<file path="src/rtl/adder_rr_scheduler_if.sv">
// Operand/result bus between the per-lane producers, the shared adder
// scheduler and the downstream accumulation stage.
interface adder_rr_scheduler_if #(
    parameter int A       = 8,
    parameter int B       = 8,
    parameter int ADDER_O = A + 1,
    parameter int N_REQ   = 4,
    parameter int ID_W    = $clog2(N_REQ)
);
    logic [N_REQ-1:0]   req_valid;
    logic [N_REQ*A-1:0] req_a;
    logic [N_REQ*B-1:0] req_b;
    logic [N_REQ-1:0]   req_ready;
    logic               res_valid;
    logic               res_ready;
    logic [ADDER_O-1:0] res_data;
    logic [ID_W-1:0]    res_id;
    logic [15:0]        op_count;

    // Producer/consumer side (drives operands, accepts results)
    modport master (
        output req_valid, req_a, req_b, res_ready,
        input  req_ready, res_valid, res_data, res_id, op_count
    );

    // Scheduler side
    modport slave (
        input  req_valid, req_a, req_b, res_ready,
        output req_ready, res_valid, res_data, res_id, op_count
    );
endinterface

</file>
<file path="src/rtl/adder_rr_scheduler.sv">
// Round-robin scheduler sharing one signed adder among N_REQ requesters.
// One registered result slot; a consume and a new grant may happen on the
// same edge so a continuously ready sink sees one result per cycle.
// B must not exceed A.
//
// state  | meaning
// S_IDLE | result register empty
// S_FULL | result register holds a valid sum (res_valid=1)
module adder_rr_scheduler #(
    parameter int A       = 8,
    parameter int B       = 8,
    parameter int ADDER_O = A + 1,
    parameter int N_REQ   = 4,
    parameter int ID_W    = $clog2(N_REQ)
) (
    input  logic                 i_clk,
    input  logic                 i_resetn,
    adder_rr_scheduler_if.slave  bus
);

    typedef enum logic {S_IDLE = 1'b0, S_FULL = 1'b1} state_t;

    state_t             r_state;
    state_t             w_state_nxt;
    logic [ID_W-1:0]    r_rr_ptr;
    logic [ID_W-1:0]    r_res_id;
    logic [ADDER_O-1:0] r_res_data;
    logic [15:0]        r_op_count;

    logic               w_can_accept;
    logic               w_res_xfer;
    logic               w_found;
    logic               w_grant;
    logic [ID_W-1:0]    w_scan_idx;
    logic [ID_W-1:0]    w_gnt_idx;
    logic [ID_W-1:0]    w_ptr_nxt;
    logic [N_REQ-1:0]   w_req_ready;
    logic [A-1:0]       w_a;
    logic [B-1:0]       w_b;
    logic [ADDER_O-1:0] w_sum;
    logic [A-1:0]       w_lane_a [N_REQ];
    logic [B-1:0]       w_lane_b [N_REQ];

    for (genvar gi = 0; gi < N_REQ; gi++) begin : g_lane
        assign w_lane_a[gi] = bus.req_a[gi*A +: A];
        assign w_lane_b[gi] = bus.req_b[gi*B +: B];
    end

    assign w_res_xfer   = (r_state == S_FULL) & bus.res_ready;
    assign w_can_accept = (r_state == S_IDLE) | w_res_xfer;

    // Round-robin search from rr_ptr; grant is masked during reset and
    // never looks at operand data.
    always_comb begin
        w_found     = 1'b0;
        w_scan_idx  = '0;
        w_gnt_idx   = '0;
        w_req_ready = '0;
        for (int k = 0; k < N_REQ; k++) begin
            w_scan_idx = ID_W'((int'(r_rr_ptr) + k) % N_REQ);
            if (!w_found && bus.req_valid[w_scan_idx]) begin
                w_found   = 1'b1;
                w_gnt_idx = w_scan_idx;
            end
        end
        w_grant = w_found & w_can_accept & i_resetn;
        if (w_grant) begin
            w_req_ready[w_gnt_idx] = 1'b1;
        end
    end

    assign w_ptr_nxt = (w_gnt_idx == ID_W'(N_REQ - 1)) ? '0 : w_gnt_idx + 1'b1;

    // Full-precision add: both operands sign-extended to the result width
    assign w_a   = w_lane_a[w_gnt_idx];
    assign w_b   = w_lane_b[w_gnt_idx];
    assign w_sum = {{(ADDER_O-A){w_a[A-1]}}, w_a} + {{(ADDER_O-B){w_b[B-1]}}, w_b};

    // Next-state: a grant always fills the slot; a consume without grant empties it
    always_comb begin
        w_state_nxt = r_state;
        case (r_state)
            S_IDLE:  if (w_grant) w_state_nxt = S_FULL;
            S_FULL: begin
                if (w_grant)            w_state_nxt = S_FULL;
                else if (bus.res_ready) w_state_nxt = S_IDLE;
            end
            default: w_state_nxt = S_IDLE;
        endcase
    end

    // State register
    always_ff @(posedge i_clk or negedge i_resetn) begin
        if (!i_resetn) r_state <= S_IDLE;
        else           r_state <= w_state_nxt;
    end

    // Result slot captures the sum and lane ID on every grant, holds otherwise
    always_ff @(posedge i_clk or negedge i_resetn) begin
        if (!i_resetn) begin
            r_res_data <= '0;
            r_res_id   <= '0;
        end else if (w_grant) begin
            r_res_data <= w_sum;
            r_res_id   <= w_gnt_idx;
        end
    end

    // Round-robin pointer advances past the granted lane
    always_ff @(posedge i_clk or negedge i_resetn) begin
        if (!i_resetn)    r_rr_ptr <= '0;
        else if (w_grant) r_rr_ptr <= w_ptr_nxt;
    end

    // Completed-result counter, free-running wrap at 16 bits
    always_ff @(posedge i_clk or negedge i_resetn) begin
        if (!i_resetn)       r_op_count <= '0;
        else if (w_res_xfer) r_op_count <= r_op_count + 16'd1;
    end

    assign bus.req_ready = w_req_ready;
    assign bus.res_valid = (r_state == S_FULL);
    assign bus.res_data  = r_res_data;
    assign bus.res_id    = r_res_id;
    assign bus.op_count  = r_op_count;

endmodule

</file>
<file path="src/flat_wrapper.sv">
// flat-port wrapper written by rule: the top's interface ports become plain ports
module adder_rr_scheduler_flat 
#(
    parameter int A       = 8,
    parameter int B       = 8,
    parameter int ADDER_O = A + 1,
    parameter int N_REQ   = 4,
    parameter int ID_W    = $clog2(N_REQ)
)
  (i_clk, i_resetn, bus_req_valid, bus_req_a, bus_req_b, bus_res_ready, bus_req_ready, bus_res_valid, bus_res_data, bus_res_id, bus_op_count);
  adder_rr_scheduler_if #(.A(A), .B(B), .ADDER_O(ADDER_O), .N_REQ(N_REQ), .ID_W(ID_W)) bus_i ();
  input  logic i_clk;
  input  logic i_resetn;
  input wire logic [$bits(bus_i.req_valid)-1:0] bus_req_valid;
  input wire logic [$bits(bus_i.req_a)-1:0] bus_req_a;
  input wire logic [$bits(bus_i.req_b)-1:0] bus_req_b;
  input wire logic [$bits(bus_i.res_ready)-1:0] bus_res_ready;
  output wire logic [$bits(bus_i.req_ready)-1:0] bus_req_ready;
  output wire logic [$bits(bus_i.res_valid)-1:0] bus_res_valid;
  output wire logic [$bits(bus_i.res_data)-1:0] bus_res_data;
  output wire logic [$bits(bus_i.res_id)-1:0] bus_res_id;
  output wire logic [$bits(bus_i.op_count)-1:0] bus_op_count;
  assign bus_i.req_valid = bus_req_valid;
  assign bus_i.req_a = bus_req_a;
  assign bus_i.req_b = bus_req_b;
  assign bus_i.res_ready = bus_res_ready;
  assign bus_req_ready = bus_i.req_ready;
  assign bus_res_valid = bus_i.res_valid;
  assign bus_res_data = bus_i.res_data;
  assign bus_res_id = bus_i.res_id;
  assign bus_op_count = bus_i.op_count;
  adder_rr_scheduler #(.A(A), .B(B), .ADDER_O(ADDER_O), .N_REQ(N_REQ), .ID_W(ID_W)) u_core (.i_clk(i_clk), .i_resetn(i_resetn), .bus(bus_i));
endmodule
</file>
<file path="config.mk">
export PLATFORM = sky130hd
export DESIGN_NAME = adder_rr_scheduler_flat
export DESIGN_NICKNAME = d
export VERILOG_FILES = /design/src/rtl/adder_rr_scheduler_if.sv /design/src/rtl/adder_rr_scheduler.sv /design/src/flat_wrapper.sv
export SDC_FILE = /design/constraint.sdc
export NUM_CORES = 1
export LEC_CHECK = 0
export BUFFER_PORTS_ARGS = -buffer_cell sky130_fd_sc_hd__buf_2
export CORE_MARGIN = 10
export CORE_UTILIZATION = 30
export DETAILED_ROUTE_END_ITERATION = 6
export GPL_TIMING_DRIVEN = 0
export SYNTH_ARGS = -nofsm -noshare
export SYNTH_HDL_FRONTEND = slang
export SYNTH_SLANG_ARGS = --single-unit
</file>
<file path="constraint.sdc">
create_clock -name i_clk -period 3.5 [get_ports i_clk]
set_clock_uncertainty 0.1 [all_clocks]
set_input_delay 0.525 -clock i_clk [delete_from_list [all_inputs] [get_ports i_clk]]
set_output_delay 0.525 -clock i_clk [all_outputs]
set_load 0.02 [all_outputs]
</file>
==> results.json, run 1 <==
{
  "peakVddDrop_v": 0.000271,
  "grt_pass1_wl_microns": 10200,
  "overflow": 0,
  "relSlewSlack": 0.545,
  "ys_top_cells_by_area": "dfrtp_1 (34%), mux2i_1 (21%), ha_1 (7.3%)",
  "hold_violations": 0,
  "fmax_mhz": 324,
  "hold_path_class": "input port to async pin",
  "fillers": 747,
  "io_pins": 103,
  "cts-root-buf": "clkbuf_8",
  "synthSimpleGateAreaFrac": 0.135,
  "firstDrtPassIters": 4,
  "detail_route.wirelength_microns": 6270,
  "leakage_nw": 1.59,
  "finalCriticalPeriod_ns": 3.09,
  "end_kind": "register",
  "p_total_mw": 2.19,
  "rsz0062_at_grt": "no",
  "critical-path-top-delay-family": "compound AO/OA/AOI/OAI gates",
  "num_vias": 1965,
  "cts_hold_buf": 0,
  "fin_setup_tns_ns": 0,
  "final_net_count": 415,
  "synth_seq_area_share": 0.335,
  "netlist_top_cells_count": "mux2i_1 (48), dfrtp_1 (30), nand2_1 (22), o21ai_0 (15)",
  "grt_pass1_vias": 2214,
  "clockBufferDepth": 2,
  "synth_mux_area_frac": 0.229,
  "ys.flop_type": "dfrtp_1",
  "globalRouteTotalUtil": 0.110,
  "grt_max_degree": 32,
  "htreeDepth": 2,
  "slew_viol_final": 0,
  "antenna_found_initial": 0,
  "ys_ff_latch": 30,
  "area_delta_synth_final_pct": 34.7,
  "drtAntennaViolNets": 0,
  "worstMarginPinSlew_ns": 0.683,
  "cp.arrival_ns": 3.12,
  "synth_nets": 306,
  "syn_area_sq_um": 2240,
  "clock_sinks": 30,
  "drt-initial-drc-count": 20,
  "clk_pin_slew_worst_paths_ns": 0.06,
  "synth_warnings": 0,
  "synth_edf_count": 0,
  "crit_type": "input port to register",
  "n_antenna_cell": 0,
  "async_reset_ff_frac": 1.00,
  "synth_top_family_by_area": "multiplexers",
  "post_cts_buffers": 0,
  "synth_compound_area_frac": 0.0972,
  "fin_area_sq_um": 3020,
  "row_count": 31,
  "ys_types": 37,
  "fin_crit_sh": 0.882,
  "ctsResizeCount": 0,
  "dpl.hpwl_microns": 5210,
  "crit_chain": "buf_2, nor2b_1, a21o_1, a211oi_2, buf_6, buf_12, mux2i_1, mux2i_1, ha_1, inv_1, fa_1, nor2b_1, o31a_1, nor3_1, o211ai_1, a31oi_1",
  "startpoint_type": "input port",
  "initial_core_util": 0.309,
  "p_per_area_nw_per_um2": 727,
  "status": "complete, no violations",
  "cp_max_fo": 10,
  "die_area_sq_um": 11300,
  "maxCapViolCount": 0,
  "crit_required_ns": 3.54,
  "cp_num_buf_inv": 4,
  "gp_congestion": 0.760,
  "avgRoutedWirePerCell_microns": 14.6,
  "syn_inst": 221,
  "dp_cells": 422,
  "setup_viol": 0,
  "layout.cells.non_filler": 430,
  "fp.dieW_microns": 106,
  "synthXorXnorAreaFrac": 0.0704,
  "core_area_sq_um": 7250,
  "drc_errors": 0,
  "syn_avg_cell_area_sq_um": 10.1,
  "yosys.area.top_type": "dfrtp_1",
  "final_layout_size_suffix_gt1_frac": 0.375,
  "cts_inserted_buffers": 5,
  "hold_ws_ns": 0.185,
  "portBuffers": 102,
  "avgViaCountPerCell": 4.57,
  "cp_slowest_cell": "fa_1",
  "synth_adder_area_share": 0.0815,
  "synth_most_common_cell": "mux2i_1",
  "cp_slowest_stage_delay_ns": 0.40,
  "cts_tree": "yes",
  "synth_top_cell_area_share": 0.335,
  "dpl-instance-area_sq_um": 2880,
  "insertion_delay_ns": 0.27,
  "die_y_microns": 106
}
## per-layer routing
layer / routed length (microns) / global-route usage / vias to the layer above
met3: 463 / 0.0435 / 5
met5: 0 / 0 / -
met4: 38 / 0.0261 / 0
met2: 3010 / 0.197 / 67
li1: - / - / 1005
met1: 2750 / 0.119 / 888
## area by class of cell
| cell class | count | area (sq um) | area share |
|---|---|---|---|
| Multi-Input combinational cell | 177 | 1380 | 0.456 |
| Timing Repair Buffer | 102 | 510 | 0.169 |
| Clock buffer | 6 | 82.6 | 0.0274 |
| Tap cell | 99 | 124 | 0.0410 |
| Clock inverter | 2 | 60.1 | 0.0199 |
| Inverter | 4 | 15.0 | 0.00498 |
| Buffer | 10 | 100 | 0.0332 |
| Sequential cell | 30 | 751 | 0.249 |
## registers in the layout (all words and copies together), names as in the netlist
name                  flops
u_core.bus.op_count      16
u_core.bus.res_data       9
u_core.bus.res_id         2
u_core.r_rr_ptr           2
u_core.bus.res_valid      1
## power by group
part | internal (mW) | switching (mW)
clock network | 0.304 | 0.131
registers | 0.453 | 0.0872
logic | 0.550 | 0.669
## worst paths after layout
check                                         from                       to  slack, ns  depth (start not counted)
max                               bus_req_valid[2]   u_core.bus.res_data[8]       0.41                         16
min                                       i_resetn   u_core.bus.op_count[0]       0.19                          1
max reg2reg                     u_core.r_rr_ptr[0]   u_core.bus.res_data[8]       0.49                         15
min reg2reg                u_core.bus.op_count[15]  u_core.bus.op_count[15]       0.37                          1
max in group asynchronous                 i_resetn   u_core.bus.res_data[8]       2.68                          1
min in group i_clk         u_core.bus.op_count[15]  u_core.bus.op_count[15]       0.37                          1
## logic make-up after synthesis
family / count (synthesis)
AOI/OAI and AO/OA: 34
xor gates and xnor gates: 18
adders and majority gates: 14
buffers and inverters: 14
DFF: 30
muxes: 51
and+or+nand+nor: 60
## cell usage in the layout, fill, tap and decap left out, types with 4 or more instances in the layout
master	synthesis	layout
and4_1	4	4
nand3_1	5	5
xnor2_1	13	13
mux2i_1	48	48
clkbuf_8	0	6
nor2_1	7	7
buf_2	3	105
a21oi_1	4	4
nor2b_1	4	4
nand2b_1	4	4
nand2_1	22	22
xor2_1	5	5
nor3_1	4	4
inv_1	4	4
dfrtp_1	30	30
o21ai_0	15	15
ha_1	13	13
and2_1	5	5
## worst reg2reg max path: cells and delay by family, from the launching register on
kind	cells	cell delay [ns]
AOI/OAI and AO/OA	5	0.85
adders and majority gates	2	0.60
buffers and inverters	3	0.42
DFF	1	0.36
muxes	2	0.23
and+or+nand+nor	3	0.30
## per-stage QoR
stage	setup WS, ns	utilization
2_1_floorplan	0.497	-
3_3_place_gp	0.152	0.396
3_5_place_dp	0.114	0.396
4_1_cts	0.414	0.416
5_1_grt	0.177	0.416
6_report	0.414	0.416
(Power assumes the default switching activity.)
==> inputs of run 2 (changes only) <==
--- a/config.mk
+++ b/config.mk
@@ -5,7 +5,7 @@
 export SDC_FILE = /design/constraint.sdc
 export NUM_CORES = 1
 export LEC_CHECK = 0
-export BUFFER_PORTS_ARGS = -buffer_cell sky130_fd_sc_hd__buf_2
+export BUFFER_PORTS_ARGS = -buffer_cell sky130_fd_sc_hd__buf_4
 export CORE_MARGIN = 10
 export CORE_UTILIZATION = 30
 export DETAILED_ROUTE_END_ITERATION = 6
==> constraint.sdc (replaced) <==
create_clock -name i_clk -period 3.5 [get_ports i_clk]
set_clock_uncertainty 0.1 [all_clocks]
set_input_delay 0.35 -clock i_clk [delete_from_list [all_inputs] [get_ports i_clk]]
set_output_delay 0.35 -clock i_clk [all_outputs]
set_load 0.02 [all_outputs]
==> results.json, run 2 (synthesis results as in run 1) <==
{
  "leakage_nw": 1.64,
  "clock_sinks": 30,
  "worstMarginPinSlew_ns": 0.510,
  "initial_core_util": 0.309,
  "row_count": 31,
  "portBuffers": 102,
  "fp.dieW_microns": 106,
  "crit_required_ns": 3.54,
  "clk_pin_slew_worst_paths_ns": 0.07,
  "grt_pass1_wl_microns": 10700,
  "htreeDepth": 2,
  "die_area_sq_um": 11300,
  "most-common-layout-cells": "buf_4 (104), mux2i_1 (48), dfrtp_1 (30), nand2_1 (22), o21ai_0 (15)",
  "finalCriticalPeriod_ns": 3.03,
  "rsz0062_at_grt": "no",
  "core_area_sq_um": 7250,
  "startpoint_type": "register",
  "firstDrtPassIters": 4,
  "gp_congestion": 0.823,
  "multi_input_area_sq_um": 1380,
  "drc_errors": 0,
  "largest_reg_flops": 16,
  "overflow": 0,
  "avgRoutedWirePerCell_microns": 15.3,
  "cp.arrival_ns": 3.08,
  "end_kind": "register",
  "n_antenna_cell": 0,
  "peakVddDrop_v": 0.000212,
  "setup_viol": 0,
  "num_vias": 2010,
  "fillers": 759,
  "die_y_microns": 106,
  "area_delta_synth_final_pct": 44.4,
  "avgViaCountPerCell": 4.66,
  "grt_pass1_vias": 2231,
  "fin_crit_sh": 0.867,
  "layout_commonest_cell": "buf_4",
  "cp_max_fo": 10,
  "relSlewSlack": 0.656,
  "io_pins": 103,
  "fin_setup_tns_ns": 0,
  "final_layout_size_suffix_gt1_frac": 0.373,
  "cts_tree": "yes",
  "status": "complete, no violations",
  "globalRouteTotalUtil": 0.115,
  "detail_route.wirelength_microns": 6580,
  "maxCapViolCount": 0,
  "hold_path_class": "input port to register",
  "antenna_found_initial": 0,
  "clockBufferDepth": 2,
  "ff2ff_path_depth": 15,
  "hold_violations": 0,
  "drtAntennaViolNets": 0,
  "crit_type": "register to register",
  "cts-root-buf": "clkbuf_8",
  "ctsResizeCount": 0,
  "area.sequential_sq_um": 751,
  "dpl.hpwl_microns": 5440,
  "fin_area_sq_um": 3240,
  "p_per_area_nw_per_um2": 665,
  "slew_viol_final": 0,
  "cts_inserted_buffers": 5,
  "holdPathStages": 3,
  "grt_max_degree": 32,
  "drt-initial-drc-count": 34,
  "dpl-instance-area_sq_um": 3130,
  "fmax_mhz": 330,
  "post_cts_buffers": 0,
  "insertion_delay_ns": 0.27,
  "final_net_count": 416,
  "p_total_mw": 2.15
}
-- run 2: per-stage QoR --
step | utilization | setup slack [ns] | cells | hold slack [ns]
6_report | 0.446 | 0.465 | 431 | 0.247
5_1_grt | 0.446 | 0.182 | 431 | 0.275
4_1_cts | 0.446 | 0.441 | 431 | 0.248
3_5_place_dp | 0.432 | 0.258 | 422 | 0.215
3_3_place_gp | 0.432 | 0.300 | 422 | 0.205
2_1_floorplan | - | 0.672 | 221 | -0.0456
-- run 2: area by class of cell --
class	count	area share
tap	99	0.0383
multi-input combinational	177	0.425
buffer	10	0.0309
clock buffer	6	0.0255
sequential	30	0.232
inverter	4	0.00464
timing repair buffer	103	0.240
clock inverter	2	0.00387
-- run 2: worst paths after layout --
path                                        start                       to  slack [ns]
setup / recovery               u_core.r_rr_ptr[0]   u_core.bus.res_data[8]        0.47
hold / removal                   bus_req_valid[2]     u_core.bus.res_valid        0.25
setup reg to reg               u_core.r_rr_ptr[0]   u_core.bus.res_data[8]        0.47
hold reg to reg            u_core.bus.res_data[2]   u_core.bus.res_data[2]        0.39
max in group asynchronous                i_resetn   u_core.bus.res_data[3]        2.56
min in group asynchronous                i_resetn  u_core.bus.op_count[11]        0.45
-- run 2: layer usage --
| metal | GRT usage | share of wire |
|---|---|---|
| met3 | 0.0598 | 0.11 |
| met4 | 0.0261 | 0.0071 |
| met1 | 0.121 | 0.39 |
| met5 | 0 | 0 |
| met2 | 0.200 | 0.49 |
-- run 2: power by group --
group	internal [mW]	total (mW)	switching, mW
Clock	0.158	0.292	0.134
Sequential	0.453	0.545	0.0920
Combinational	0.631	1.31	0.683
-- run 2: worst max-delay path, stage by stage (launching register included) --
cell,delay [ns]
dfrtp_1,0.36
nor2b_1,0.06
a21o_1,0.16
a211oi_2,0.23
buf_6,0.20
buf_12,0.16
mux2i_1,0.08
mux2i_1,0.15
ha_1,0.21
inv_1,0.07
fa_1,0.42
nor2b_1,0.17
o31a_1,0.19
nor3_1,0.07
o211ai_1,0.17
a31oi_1,0.10
-- run 2: timing repair --
| item | in CTS | in global routing |
|---|---|---|
| endpoints found under the hold margin | 30 | 0 |
| hold buffers | 1 | 0 |
| setup endpoints to repair | 0 | 0 |
==> inputs of run 3 (changes only) <==
--- a/config.mk
+++ b/config.mk
@@ -7,9 +7,10 @@
 export LEC_CHECK = 0
 export BUFFER_PORTS_ARGS = -buffer_cell sky130_fd_sc_hd__buf_4
 export CORE_MARGIN = 10
-export CORE_UTILIZATION = 30
+export CORE_UTILIZATION = 47
 export DETAILED_ROUTE_END_ITERATION = 6
 export GPL_TIMING_DRIVEN = 0
+export PLACE_DENSITY = 0.8
 export SYNTH_ARGS = -nofsm -noshare
 export SYNTH_HDL_FRONTEND = slang
 export SYNTH_SLANG_ARGS = --single-unit
==> results.json, run 3 (synthesis results as in run 1) <==
{
  "status": "complete, no violations",
  "p_per_area_nw_per_um2": 672,
  "hold_violations": 0,
  "end_kind": "register",
  "fin_area_sq_um": 3180,
  "final_layout_size_suffix_gt1_frac": 0.370,
  "core_area_sq_um": 4660,
  "rsz0062_at_grt": "no",
  "clockBufferDepth": 2,
  "final_net_count": 416,
  "avgViaCountPerCell": 5.22,
  "drtAntennaViolNets": 0,
  "finalCriticalPeriod_ns": 3.06,
  "maxCapViolCount": 0,
  "die_y_microns": 89.1,
  "slew_viol_final": 0,
  "worstReg2RegEnd": "u_core.bus.res_data[8]",
  "grt_pass1_vias": 2139,
  "globalRouteTotalUtil": 0.155,
  "cp.arrival_ns": 3.10,
  "gp_congestion": 0.853,
  "layout.cells.non_filler": 386,
  "fin_crit_sh": 0.875,
  "fin_setup_tns_ns": 0,
  "post_cts_buffers": 0,
  "holdPathStages": 3,
  "dp_cells": 377,
  "grt_max_degree": 32,
  "ctsResizeCount": 0,
  "most-common-layout-cells": "buf_4 (104), mux2i_1 (48), dfrtp_1 (30), nand2_1 (22), o21ai_0 (15)",
  "row_count": 25,
  "die_area_sq_um": 7930,
  "drc_errors": 0,
  "post-route-util": 0.681,
  "fmax_mhz": 327,
  "antenna_found_initial": 0,
  "dpl-instance-area_sq_um": 3070,
  "preCtsSetupSlack_ns": 0.279,
  "startpoint_type": "register",
  "cts-root-buf": "clkbuf_8",
  "crit_type": "register to register",
  "detail_route.wirelength_microns": 6160,
  "area_delta_synth_final_pct": 41.7,
  "leakage_nw": 1.64,
  "fillers": 371,
  "largest_reg_flops": 16,
  "grt_pass1_wl_microns": 9830,
  "hold_path_class": "input port to register",
  "setup_viol": 0,
  "insertion_delay_ns": 0.27,
  "htreeDepth": 2,
  "cts_inserted_buffers": 5,
  "n_antenna_cell": 0,
  "dpl.hpwl_microns": 5160,
  "firstDrtPassIters": 4,
  "fp.dieW_microns": 89.1,
  "p_total_mw": 2.13,
  "cp_max_fo": 10,
  "portBuffers": 102,
  "clock_sinks": 30,
  "min_to": "u_core.bus.res_valid",
  "worstMarginPinSlew_ns": 0.619,
  "r2r_slack_ns": 0.44,
  "num_vias": 2014,
  "overflow": 0,
  "io_pins": 103,
  "initial_core_util": 0.481,
  "min_from": "bus_req_valid[2]",
  "clk_pin_slew_worst_paths_ns": 0.06,
  "r2r-start": "u_core.r_rr_ptr[0]",
  "layout_commonest_cell": "buf_4",
  "cts_tree": "yes",
  "crit_required_ns": 3.54,
  "setup_slack_ns": 0.438,
  "ff2ff_path_depth": 15,
  "relSlewSlack": 0.582,
  "hold_ws_ns": 0.269,
  "drt-initial-drc-count": 47,
  "avgRoutedWirePerCell_microns": 15.9,
  "peakVddDrop_v": 0.000293
}
run 3: cell count changes in the layout (fill, tap and decap cells not counted), sizes merged:
cell	delta
clkbuf	+1
clkinvlp	-1
run 3: metal layers:
layer,vias up,GRT usage,share of wire
li1,1012,-,-
met1,932,0.161,0.37
met2,64,0.289,0.53
met3,6,0.0574,0.091
met4,0,0.0376,0.0097
met5,-,0,0
run 3: worst max path at each step:
stage	cells after the start	endpoint	slack (ns)	from
2_1_floorplan	15	u_core.bus.res_data[8]	0.67	bus_req_valid[2]
3_3_place_gp	16	u_core.bus.res_data[8]	0.31	bus_req_valid[2]
3_5_place_dp	16	u_core.bus.res_data[8]	0.28	bus_req_valid[2]
4_1_cts	15	u_core.bus.res_data[8]	0.45	u_core.r_rr_ptr[0]
5_1_grt	15	u_core.bus.res_data[6]	0.10	u_core.r_rr_ptr[0]
6_report	15	u_core.bus.res_data[8]	0.44	u_core.r_rr_ptr[0]
run 3: worst max-delay path: stages, from the launching register on:
cell      delay (ns)
dfrtp_1         0.36
nor2b_1         0.07
a21o_1          0.16
a211oi_2        0.24
buf_6           0.20
buf_12          0.16
mux2i_1         0.08
mux2i_1         0.16
ha_1            0.22
inv_1           0.07
fa_1            0.41
nor2b_1         0.17
o31a_1          0.19
nor3_1          0.07
o211ai_1        0.17
a31oi_1         0.10
run 3: cell type report:
class                           count  area, sq um  area share
Multi-Input combinational cell    177         1380       0.433
Timing Repair Buffer              103          776       0.244
Sequential cell                    30          751       0.236
Buffer                             10          100      0.0315
Clock buffer                        7         86.3      0.0272
Tap cell                           54         67.6      0.0213
Inverter                            4         15.0     0.00473
Clock inverter                      1         5.00     0.00158
run 3: power by group:
part	switching, mW	internal [mW]	total, mW
clock	0.122	0.158	0.281
combinational	0.677	0.630	1.31
sequential	0.0934	0.453	0.547
total	0.893	1.24	2.13
run 3: timing repair:
action	in CTS	in global routing
endpoints found under the hold margin	30	0
endpoints found under the setup margin	0	0
hold buffers	1	0
